==> config.mk <==
export PLATFORM = sky130hd
export DESIGN_NAME = shift_pipe
export DESIGN_NICKNAME = d
export VERILOG_FILES = /design/src/rtl/shift_pkg.sv /design/src/rtl/shift_stage.sv /design/src/rtl/shift_pipe.sv
export SDC_FILE = /design/constraint.sdc
export NUM_CORES = 1
export LEC_CHECK = 0
export ABC_AREA = 1
export CAP_MARGIN = 10
export CORE_UTILIZATION = 25
export DETAILED_ROUTE_END_ITERATION = 8
export GPL_TIMING_DRIVEN = 0
export PLACE_DENSITY = 0.47
export RECOVER_POWER = 25
export SYNTH_ARGS = -nofsm -noshare
export SYNTH_HDL_FRONTEND = slang
export SYNTH_HIERARCHICAL = 1
export SYNTH_SLANG_ARGS = --single-unit
==> constraint.sdc <==
create_clock -name clk -period 3.9 [get_ports clk]
set_clock_uncertainty 0.15 [all_clocks]
set_input_delay 0.975 -clock clk [delete_from_list [all_inputs] [get_ports clk]]
set_output_delay 0.975 -clock clk [all_outputs]
set_load 0.01 [all_outputs]
==> src/rtl/shift_pkg.sv <==
// Shared definitions for the pipelined barrel shifter: operation encoding,
// per-stage control bit positions and the bit reversal used by left operations.
package shift_pkg;

    typedef enum logic [2:0] {
        OP_SLL = 3'b000,
        OP_SRL = 3'b001,
        OP_SRA = 3'b011,
        OP_ROL = 3'b100,
        OP_ROR = 3'b101
    } shift_op_e;

    // Control word carried down the pipe alongside each operation.
    localparam int CTRL_W    = 3;
    localparam int CTRL_ROT  = 0;
    localparam int CTRL_FILL = 1;
    localparam int CTRL_REV  = 2;

    localparam int MAX_WIDTH = 64;

    // Reverses all MAX_WIDTH bits; a WIDTH-bit operand zero-extended into v
    // comes back reversed in the top WIDTH bits of the result.
    function automatic logic [MAX_WIDTH-1:0] bit_reverse(input logic [MAX_WIDTH-1:0] v);
        logic [MAX_WIDTH-1:0] r;
        for (int i = 0; i < MAX_WIDTH; i++) begin
            r[i] = v[MAX_WIDTH-1-i];
        end
        return r;
    endfunction

endpackage

==> src/rtl/shift_stage.sv <==
// One right-shift-by-2^STAGE step followed by its pipeline register; the step
// is applied only when shamt bit STAGE is set, and everything holds when advance=0.
module shift_stage
    import shift_pkg::*;
#(
    parameter int WIDTH = 32,
    parameter int TAG_W = 4,
    parameter int STAGE = 0,
    localparam int SHAMT_W = $clog2(WIDTH)
) (
    input  logic               clk,
    input  logic               rst_n,
    input  logic               advance,
    input  logic               in_valid,
    input  logic [WIDTH-1:0]   in_data,
    input  logic [SHAMT_W-1:0] in_shamt,
    input  logic [CTRL_W-1:0]  in_ctrl,
    input  logic [TAG_W-1:0]   in_tag,
    output logic               out_valid,
    output logic [WIDTH-1:0]   out_data,
    output logic [SHAMT_W-1:0] out_shamt,
    output logic [CTRL_W-1:0]  out_ctrl,
    output logic [TAG_W-1:0]   out_tag
);

    localparam int SHIFT = 1 << STAGE;

    logic [WIDTH-1:0]   shifted;
    logic               valid_d, valid_q;
    logic [WIDTH-1:0]   data_d, data_q;
    logic [SHAMT_W-1:0] shamt_d, shamt_q;
    logic [CTRL_W-1:0]  ctrl_d, ctrl_q;
    logic [TAG_W-1:0]   tag_d, tag_q;

    always_comb begin
        shifted = in_data;
        if (in_shamt[STAGE]) begin
            if (in_ctrl[CTRL_ROT]) begin
                shifted = {in_data[SHIFT-1:0], in_data[WIDTH-1:SHIFT]};
            end else begin
                shifted = {{SHIFT{in_ctrl[CTRL_FILL]}}, in_data[WIDTH-1:SHIFT]};
            end
        end
    end

    // Bubbles are loaded like any other slot so they keep their position.
    always_comb begin
        valid_d = valid_q;
        data_d  = data_q;
        shamt_d = shamt_q;
        ctrl_d  = ctrl_q;
        tag_d   = tag_q;
        if (advance) begin
            valid_d = in_valid;
            data_d  = shifted;
            shamt_d = in_shamt;
            ctrl_d  = in_ctrl;
            tag_d   = in_tag;
        end
    end

    always_ff @(posedge clk or negedge rst_n) begin
        if (!rst_n) begin
            valid_q <= 1'b0;
            data_q  <= '0;
            shamt_q <= '0;
            ctrl_q  <= '0;
            tag_q   <= '0;
        end else begin
            valid_q <= valid_d;
            data_q  <= data_d;
            shamt_q <= shamt_d;
            ctrl_q  <= ctrl_d;
            tag_q   <= tag_d;
        end
    end

    assign out_valid = valid_q;
    assign out_data  = data_q;
    assign out_shamt = shamt_q;
    assign out_ctrl  = ctrl_q;
    assign out_tag   = tag_q;

endmodule

==> src/rtl/shift_pipe.sv <==
// Pipelined shifter/rotator: one stage per shamt bit over a right-shift datapath,
// with left operations handled by reversing the operand on entry and the result on exit.
module shift_pipe
    import shift_pkg::*;
#(
    parameter int WIDTH = 32,
    parameter int TAG_W = 4,
    localparam int SHAMT_W = $clog2(WIDTH)
) (
    input  logic               clk,
    input  logic               rst_n,
    input  logic               in_valid,
    output logic               in_ready,
    input  logic [WIDTH-1:0]   in_data,
    input  logic [SHAMT_W-1:0] in_shamt,
    input  logic [2:0]         in_op,
    input  logic [TAG_W-1:0]   in_tag,
    output logic               out_valid,
    input  logic               out_ready,
    output logic [WIDTH-1:0]   out_data,
    output logic [TAG_W-1:0]   out_tag
);

    // Handshake: a request transfers on a rising edge when in_valid & in_ready,
    // a result transfers when out_valid & out_ready; both may happen on one edge.
    logic advance;

    logic                 valid_l [0:SHAMT_W];
    logic [WIDTH-1:0]     data_l  [0:SHAMT_W];
    logic [SHAMT_W-1:0]   shamt_l [0:SHAMT_W];
    logic [CTRL_W-1:0]    ctrl_l  [0:SHAMT_W];
    logic [TAG_W-1:0]     tag_l   [0:SHAMT_W];

    logic [WIDTH-1:0]     s0_data;
    logic [SHAMT_W-1:0]   s0_shamt;
    logic [CTRL_W-1:0]    s0_ctrl;
    logic [MAX_WIDTH-1:0] in_rev;
    logic [MAX_WIDTH-1:0] out_rev;
    shift_op_e            op;

    assign advance  = ~out_valid | out_ready;
    assign in_ready = advance;

    always_comb begin
        op       = shift_op_e'(in_op);
        in_rev   = bit_reverse(MAX_WIDTH'(in_data));
        s0_data  = in_data;
        s0_shamt = in_shamt;
        s0_ctrl  = '0;
        case (op)
            OP_SLL: s0_ctrl[CTRL_REV] = 1'b1;
            OP_SRL: s0_ctrl = '0;
            OP_SRA: s0_ctrl[CTRL_FILL] = in_data[WIDTH-1];
            OP_ROL: begin
                s0_ctrl[CTRL_REV] = 1'b1;
                s0_ctrl[CTRL_ROT] = 1'b1;
            end
            OP_ROR: s0_ctrl[CTRL_ROT] = 1'b1;
            // Reserved encodings travel unshifted.
            default: s0_shamt = '0;
        endcase
        if (s0_ctrl[CTRL_REV]) begin
            s0_data = in_rev[MAX_WIDTH-1 -: WIDTH];
        end
    end

    assign valid_l[0] = in_valid;
    assign data_l[0]  = s0_data;
    assign shamt_l[0] = s0_shamt;
    assign ctrl_l[0]  = s0_ctrl;
    assign tag_l[0]   = in_tag;

    for (genvar k = 0; k < SHAMT_W; k++) begin : g_stage
        shift_stage #(
            .WIDTH (WIDTH),
            .TAG_W (TAG_W),
            .STAGE (k)
        ) u_stage (
            .clk       (clk),
            .rst_n     (rst_n),
            .advance   (advance),
            .in_valid  (valid_l[k]),
            .in_data   (data_l[k]),
            .in_shamt  (shamt_l[k]),
            .in_ctrl   (ctrl_l[k]),
            .in_tag    (tag_l[k]),
            .out_valid (valid_l[k+1]),
            .out_data  (data_l[k+1]),
            .out_shamt (shamt_l[k+1]),
            .out_ctrl  (ctrl_l[k+1]),
            .out_tag   (tag_l[k+1])
        );
    end

    // The exit reversal is combinational off the last register, so the result
    // stays stable while stalled and is zero while in reset.
    always_comb begin
        out_rev  = bit_reverse(MAX_WIDTH'(data_l[SHAMT_W]));
        out_data = data_l[SHAMT_W];
        if (ctrl_l[SHAMT_W][CTRL_REV]) begin
            out_data = out_rev[MAX_WIDTH-1 -: WIDTH];
        end
    end

    assign out_valid = valid_l[SHAMT_W];
    assign out_tag   = tag_l[SHAMT_W];

endmodule

# Word level (Yosys, flattened, before mapping)
# Cells that the tools add are included.
# totals
word_cells,50
out_inout_bits,38
inputBits,48
ff_bits,220
# op_classes
eq_ne,4
mux,16
reduce_logical,4
bitwise,2
# ops
operator,n
$mux W32,12
$eq A3 B3 Y1 const B,2
$mux W5,1
$reduce_or A5 Y1,1
$reduce_or A2 Y1,2
$eq A3 B1 Y1 const B,1
$eq A3 B2 Y1 const B,1
$logic_not A3 Y1,1
$mux W1,3
$not A1 Y1,1
$or A1 B1 Y1,1

# Depth between registers and ports, before layout
# Gate-level depths: netlist of the first run.
# logic_depth
ltp_word,6
depth_mapped,9
mapped_depth_nobuf,8

# By module
# Netlist of the first run, hierarchy kept.
# by_module_without_submodules
mod,area_each_um2,n_inst,cells_per_inst,seq_area_each_um2
shift_stage (g_stage[2].u_stage),2165.8,1,290,1126.1
shift_stage (g_stage[1].u_stage),2132.0,1,292,1126.1
shift_stage (g_stage[3].u_stage),2127.0,1,286,1126.1
shift_stage (g_stage[4].u_stage),2127.0,1,280,1126.1
shift_stage (g_stage[0].u_stage),1926.8,1,233,1126.1
shift_pipe,908.4,1,211,0.0

# Worst setup path before layout of the first run
# Ideal clock, no wire load.
# synth_timing
path_type,input -> output
from,input port out_ready
to,output port in_ready
t_required_ps,2775
cell_stages,2
n_path_buf,0
setup_slack_ps,1510
arrival_ps,1265
path_cell_list,inv_1 > nand2_1
# synth_between
elab_chain_cells,1
# synth_lines
element,line,rtl
"start, declared",shift_pipe.sv:19,"input logic out_ready,"
$or A1 B1 Y1,shift_pipe.sv:41,assign advance = ~out_valid | out_ready;
"end, declared",shift_pipe.sv:13,"output logic in_ready,"
# No other way between the ends.

# Worst setup path after layout of the first run
# Same ends and word-level chain as after synthesis.

==> results of run 1 <==
power breakdown:
group | total [mW] | internal (mW) | switching [mW] | leakage (nW)
Clock | 2.21 | 1.33 | 0.875 | 0.383
Combinational | 4.33 | 1.78 | 2.55 | 3.80
Sequential | 3.86 | 3.13 | 0.728 | 2.53
Total | 10.4 | 6.24 | 4.16 | 6.72
per-layer routing:
layer	up-vias	wire [um]	GRT usage
met5	-	0	0
met4	0	677	0.0345
met3	43	842	0.0171
met2	143	14400	0.243
met1	4187	13400	0.169
li1	4916	-	-
cell type report:
cell class / count / area [sq um] / share of cell area
Inverter: 99 / 379 / 0.0289
Buffer: 91 / 654 / 0.0500
Clock inverter: 5 / 50.0 / 0.00382
Tap cell: 539 / 674 / 0.0515
Sequential cell: 208 / 5200 / 0.397
Clock buffer: 38 / 724 / 0.0553
Multi-Input combinational cell: 1132 / 4550 / 0.347
Timing Repair Buffer: 85 / 863 / 0.0659
tightest hold or removal path: stages (launching register included):
cell,delay (ps)
dfrtp_1,340
nand2_1,50
nand2_1,40
flip-flops by register name (all words and copies together), names as in the netlist:
| signal | count |
|---|---|
| g_stage.u_stage/out_ctrl | 13 |
| g_stage.u_stage/out_data | 160 |
| g_stage.u_stage/out_shamt | 10 |
| g_stage.u_stage/out_tag | 20 |
| g_stage.u_stage/out_valid | 5 |
metrics by stage:
step / utilization / instance area (sq um) / TNS (ps) / hold WS [ps] / instances
detailed placement: 0.292 / 12300 / 0 / 310 / 2154
finish: 0.310 / 13100 / 0 / 316 / 2197
global placement: 0.291 / 12300 / -1533310 / 306 / 2153
floorplan: - / 10800 / 0 / 292 / 1530
global route: 0.310 / 13100 / 0 / 341 / 2197
CTS: 0.310 / 13100 / 0 / 325 / 2197
worst min path at each step:
stage,slack (ps),endpoint,from
2_1_floorplan,290,g_stage[0].u_stage/out_ctrl[2],g_stage[0].u_stage/out_ctrl[2]
3_3_place_gp,310,g_stage[1].u_stage/out_tag[1],g_stage[1].u_stage/out_tag[1]
3_5_place_dp,310,g_stage[2].u_stage/out_tag[1],g_stage[2].u_stage/out_tag[1]
4_1_cts,330,g_stage[2].u_stage/out_shamt[4],g_stage[2].u_stage/out_shamt[4]
5_1_grt,340,g_stage[0].u_stage/out_shamt[4],g_stage[0].u_stage/out_shamt[4]
6_report,320,g_stage[3].u_stage/out_ctrl[2],g_stage[3].u_stage/out_ctrl[2]
==> metrics, run 1 <==
Starting Density 0.255; Max Cap Viol 1; CP max stage delay 680 ps; Post-Place Worst Slack 30.3 ps; WHS Path Cells 2; DR iter-0 viols 479; Worst Setup Start Kind input pin; Final Setup Violations 0; relative slew slack -0.575; I/O Buffers 84; DRT Pass-1 Iters 5; antenna cells 0; Final ANT Viol Nets 0; slowest CP cell clkdlybuf4s50_1; first-pass GRT wire length 48100 um; FF-to-FF setup slack 1800 ps; Core Area 0.0422 sq mm; worst vdd ir 0.273 mV; # Post-CTS Setup Buffers 0; R2R Path Start g_stage[4].u_stage/out_valid; status complete, but fails checks; nature of the critical path endpoint primary output; Pleak 6.72 nW; Slew Viols, Final 91; Ys Warns 6; routability-driven placement congestion ratio 0.846; pin slew with the least headroom to its limit 2360 ps; Final Cycle Share 0.981; setup ws final 75.7 ps; R2R depth 7; fill cell count 4727; mapped cell area 0.0108 sq mm; # rows 75; CTS max path bufs 3; Tot GR Track Use 0.135; antenna violations before repair 0; worst min path class reg -> reg; syn nets 1578; I/O pins 86; drt wl/cell 13.3 um; CP Launch Point out_ready; Most common cell on crit path clkdlybuf4s50_1; CP top delay family buffers and inverters; CTS Sinks 208; CTS tree built; Data required, critical path 2770 ps; Final #Nets 1690; RSZ-0062 raised after global routing false; Crit Reg-Reg Endpoint g_stage[4].u_stage/out_data[19]; H-tree depth 1; CP Max Fanout 12; DIE AREA 0.0440 sq mm; pin count of the biggest net entering global routing 119; routed vias 9289; CTS Hold Bufs 0; latest clock arrival within the worst-skew pair 520 ps; Tmin final 3820 ps; share of cells above drive strength 1 0.0856; CP Cell Sequence clkdlybuf4s50_1, inv_1, nand2_1, clkdlybuf4s50_1; commonest non-fill, non-tap cell in the layout nand2_1; most frequent cells in the layout nand2_1 (773), dfrtp_1 (208), nor2_1 (136), nand3_1 (104), inv_1 (86); total grt overflow 0; vias per inst 4.23; Clock transition at path regs 50 ps; Arr. time, crit path 2700 ps; HPWL Detailed 22600 um; Max Fclk 261 MHz; DRC 0; Gate Count Post-Synth 1530; Resized Gates After CTS 0; drt total wl 29300 um; Design Power 10.4 mW; root buf cell clkbuf_16; critical path class in -> out; Die Wd 210 um; vias in the first global route 9225; Area growth syn-to-layout 21.4%; Mean Syn Cell Area 7.05 sq um; Power Dens Cells 794 mW/mm^2; buffer and inverter count on the worst path 3; failing checks capacitance limit, slew limit; crit path capture in_ready; Die Y 210 um; endpoints failing hold 0; critical path depth 4; Inserted Clock Buffers 25
No activity file was read; power rests on OpenSTA's default activity.
==> run 2: changes to the inputs <==
--- a/config.mk
+++ b/config.mk
@@ -7,10 +7,13 @@
 export LEC_CHECK = 0
 export ABC_AREA = 1
 export CAP_MARGIN = 10
-export CORE_UTILIZATION = 25
+export CELL_PAD_IN_SITES_DETAIL_PLACEMENT = 0
+export CELL_PAD_IN_SITES_GLOBAL_PLACEMENT = 1
+export CORE_UTILIZATION = 45
 export DETAILED_ROUTE_END_ITERATION = 8
+export DONT_BUFFER_PORTS = 1
 export GPL_TIMING_DRIVEN = 0
-export PLACE_DENSITY = 0.47
+export PLACE_DENSITY = 0.83
 export RECOVER_POWER = 25
 export SYNTH_ARGS = -nofsm -noshare
 export SYNTH_HDL_FRONTEND = slang
==> run 2 against run 1 <==
Net effect: the run now ends clean; sequential cell count unchanged; sequential share of layout area is 3.6 points higher; non-clock buffer count shrank 83; design area decreased by 8.2%; critical path type is now reg -> out.
==> metrics, run 2 (synthesis results as in run 1) <==
vias per inst 4.74 (was 4.23); most frequent cells in the layout nand2_1 (773), dfrtp_1 (208), nor2_1 (136), nand3_1 (104), inv_1 (86) (unchanged); max reg flops 160 (unchanged); antenna cells 0 (unchanged); latest clock arrival within the worst-skew pair 510 ps (was 520 ps); Final #Nets 1606 (was 1690); commonest non-fill, non-tap cell in the layout nand2_1 (unchanged); I/O pins 86 (unchanged); endpoints failing hold 0 (unchanged); status completed (was complete, but fails checks); CP top delay family flip-flops (was buffers and inverters); routability-driven placement congestion ratio 0.915 (was 0.846); hold_ws 29.3 ps (was 316 ps); Die Wd 157 um (was 210 um); R2R Path Start g_stage[4].u_stage/out_valid (unchanged); I/O Buffers 0 (was 84); drt wl/cell 14.0 um (was 13.3 um); Max Fclk 366 MHz (was 261 MHz); total grt overflow 0 (unchanged); drt total wl 26500 um (was 29300 um); Max Cap Viol 0 (was 1); CP Launch Point g_stage[4].u_stage/out_ctrl[2] (was out_ready); CTS max path bufs 3 (unchanged); RSZ-0062 raised after global routing false (unchanged); DRT Pass-1 Iters 7 (was 5); worst min path class in -> async (was reg -> reg); Setup TNS 0 ps (unchanged); CTS Sinks 208 (unchanged); H-tree depth 1 (unchanged); worst vdd ir 0.313 mV (was 0.273 mV); Arr. time, crit path 1610 ps (was 2700 ps); Final Setup Violations 0 (unchanged); Comb power frac 0.373 (was 0.417); routed vias 8965 (was 9289); # Post-CTS Setup Buffers 0 (unchanged); Area growth syn-to-layout 11.4% (was 21.4%); Final ANT Viol Nets 0 (unchanged); Tmin final 2730 ps (was 3820 ps); Pint 5.81 mW (was 6.24 mW); relative slew slack 0.466 (was -0.575); root buf cell clkbuf_16 (unchanged); slowest CP cell dfrtp_1 (was clkdlybuf4s50_1); Post-Place Cell Area 0.0112 sq mm (was 0.0123 sq mm); Power Dens Cells 810 mW/mm^2 (was 794 mW/mm^2); Reg power frac 0.394 (was 0.371); Pleak 6.40 nW (was 6.72 nW); antenna violations before repair 0 (unchanged); CP Max Fanout 10 (was 12); pin slew with the least headroom to its limit 799 ps (was 2360 ps); vias in the first global route 8725 (was 9225); Die Y 157 um (was 210 um); DRC 0 (unchanged); share of cells above drive strength 1 0.0896 (was 0.0856); Worst Setup Start Kind flip-flop (was input pin); buffer and inverter count on the worst path 2 (was 3); Starting Density 0.460 (was 0.255); pin count of the biggest net entering global routing 182 (was 119); first-pass GRT wire length 43500 um (was 48100 um); CTS tree built (unchanged); CP max stage delay 380 ps (was 680 ps); DR iter-0 viols 458 (was 479); Slew Viols, Final 0 (was 91); HPWL Detailed 19900 um (was 22600 um); Tot GR Track Use 0.223 (was 0.135); critical path class reg -> out (was in -> out); # rows 56 (was 75); DIE AREA 0.0246 sq mm (was 0.0440 sq mm); placed cell count 1849 (was 2154); Final Cycle Share 0.701 (was 0.981); CP Cell Sequence buf_4, buf_2, o21ai_0 (was clkdlybuf4s50_1, inv_1, nand2_1, clkdlybuf4s50_1); non-filler cells, final 1893 (was 2197); Clk pwr share 0.233 (was 0.212); post-route cell area 0.0120 sq mm (was 0.0131 sq mm); Core Area 0.0235 sq mm (was 0.0422 sq mm); fill cell count 2427 (was 4727); Clock transition at path regs 60 ps (was 50 ps); sw frac 0.404 (was 0.400); switching power 3.93 mW (was 4.16 mW); Data required, critical path 2770 ps (about the same); Inserted Clock Buffers 24 (was 25); nature of the critical path endpoint primary output (unchanged)
[run 2: cell count changes in the layout (fill, tap and decap cells not counted), sizes merged]
cell	delta
bufinv	+1
clkbuf	-1
clkdlybuf4s50	-83
clkinv	-2
dlygate4sd3	+1
[run 2: power by group through the flow]
stage          sequential (mW)  clock, mW  combinational [mW]
6_report                  3.84       2.27                3.64
2_1_floorplan             3.63          0                2.86
3_3_place_gp              3.85          0                3.59
4_1_cts                   3.85       2.32                3.67
3_5_place_dp              3.87          0                3.64
5_1_grt                   3.98       2.40                4.20
[run 2: area by class of cell]
class | count | area [sq um] | area share
clock inverter | 4 | 70.1 | 0.00583
tap | 319 | 399 | 0.0332
buffer | 91 | 654 | 0.0544
multi-input combinational | 1132 | 4550 | 0.378
sequential | 208 | 5200 | 0.433
timing repair buffer | 2 | 30.0 | 0.00250
inverter | 99 | 379 | 0.0315
clock buffer | 38 | 734 | 0.0611
[run 2: layer usage]
layer / track usage / part of all wire / up-vias
li1: - / - / 4736
met1: 0.265 / 0.43 / 4033
met2: 0.418 / 0.51 / 158
met3: 0.0282 / 0.035 / 38
met4: 0.0654 / 0.024 / 0
met5: 0 / 0 / -
[run 2: stage by stage]
stage	power (mW)	worst slack, ps	utilization
2_1_floorplan	6.48	1510	-
4_1_cts	9.84	1130	0.512
5_1_grt	10.6	1060	0.512
3_5_place_dp	7.52	1090	0.477
3_3_place_gp	7.44	1110	0.477
6_report	9.74	1170	0.512
[run 2: path summary, 6_finish.rpt]
kind,end,slack [ps],cells past startpoint
setup / recovery,out_data[9],1170,3
hold / removal,g_stage[4].u_stage/out_data[31],30,0
setup reg to reg,g_stage[4].u_stage/out_data[19],1680,7
hold reg to reg,g_stage[1].u_stage/out_tag[2],320,2
max in group asynchronous,g_stage[3].u_stage/out_data[31],2830,1
min in group clk,g_stage[1].u_stage/out_tag[2],320,2
[run 2: what timing repair did]
item / CTS / global route
hold buffers: 1 / 1
endpoints found under the hold margin: 28 / 3
gates resized for setup: 0 / 0
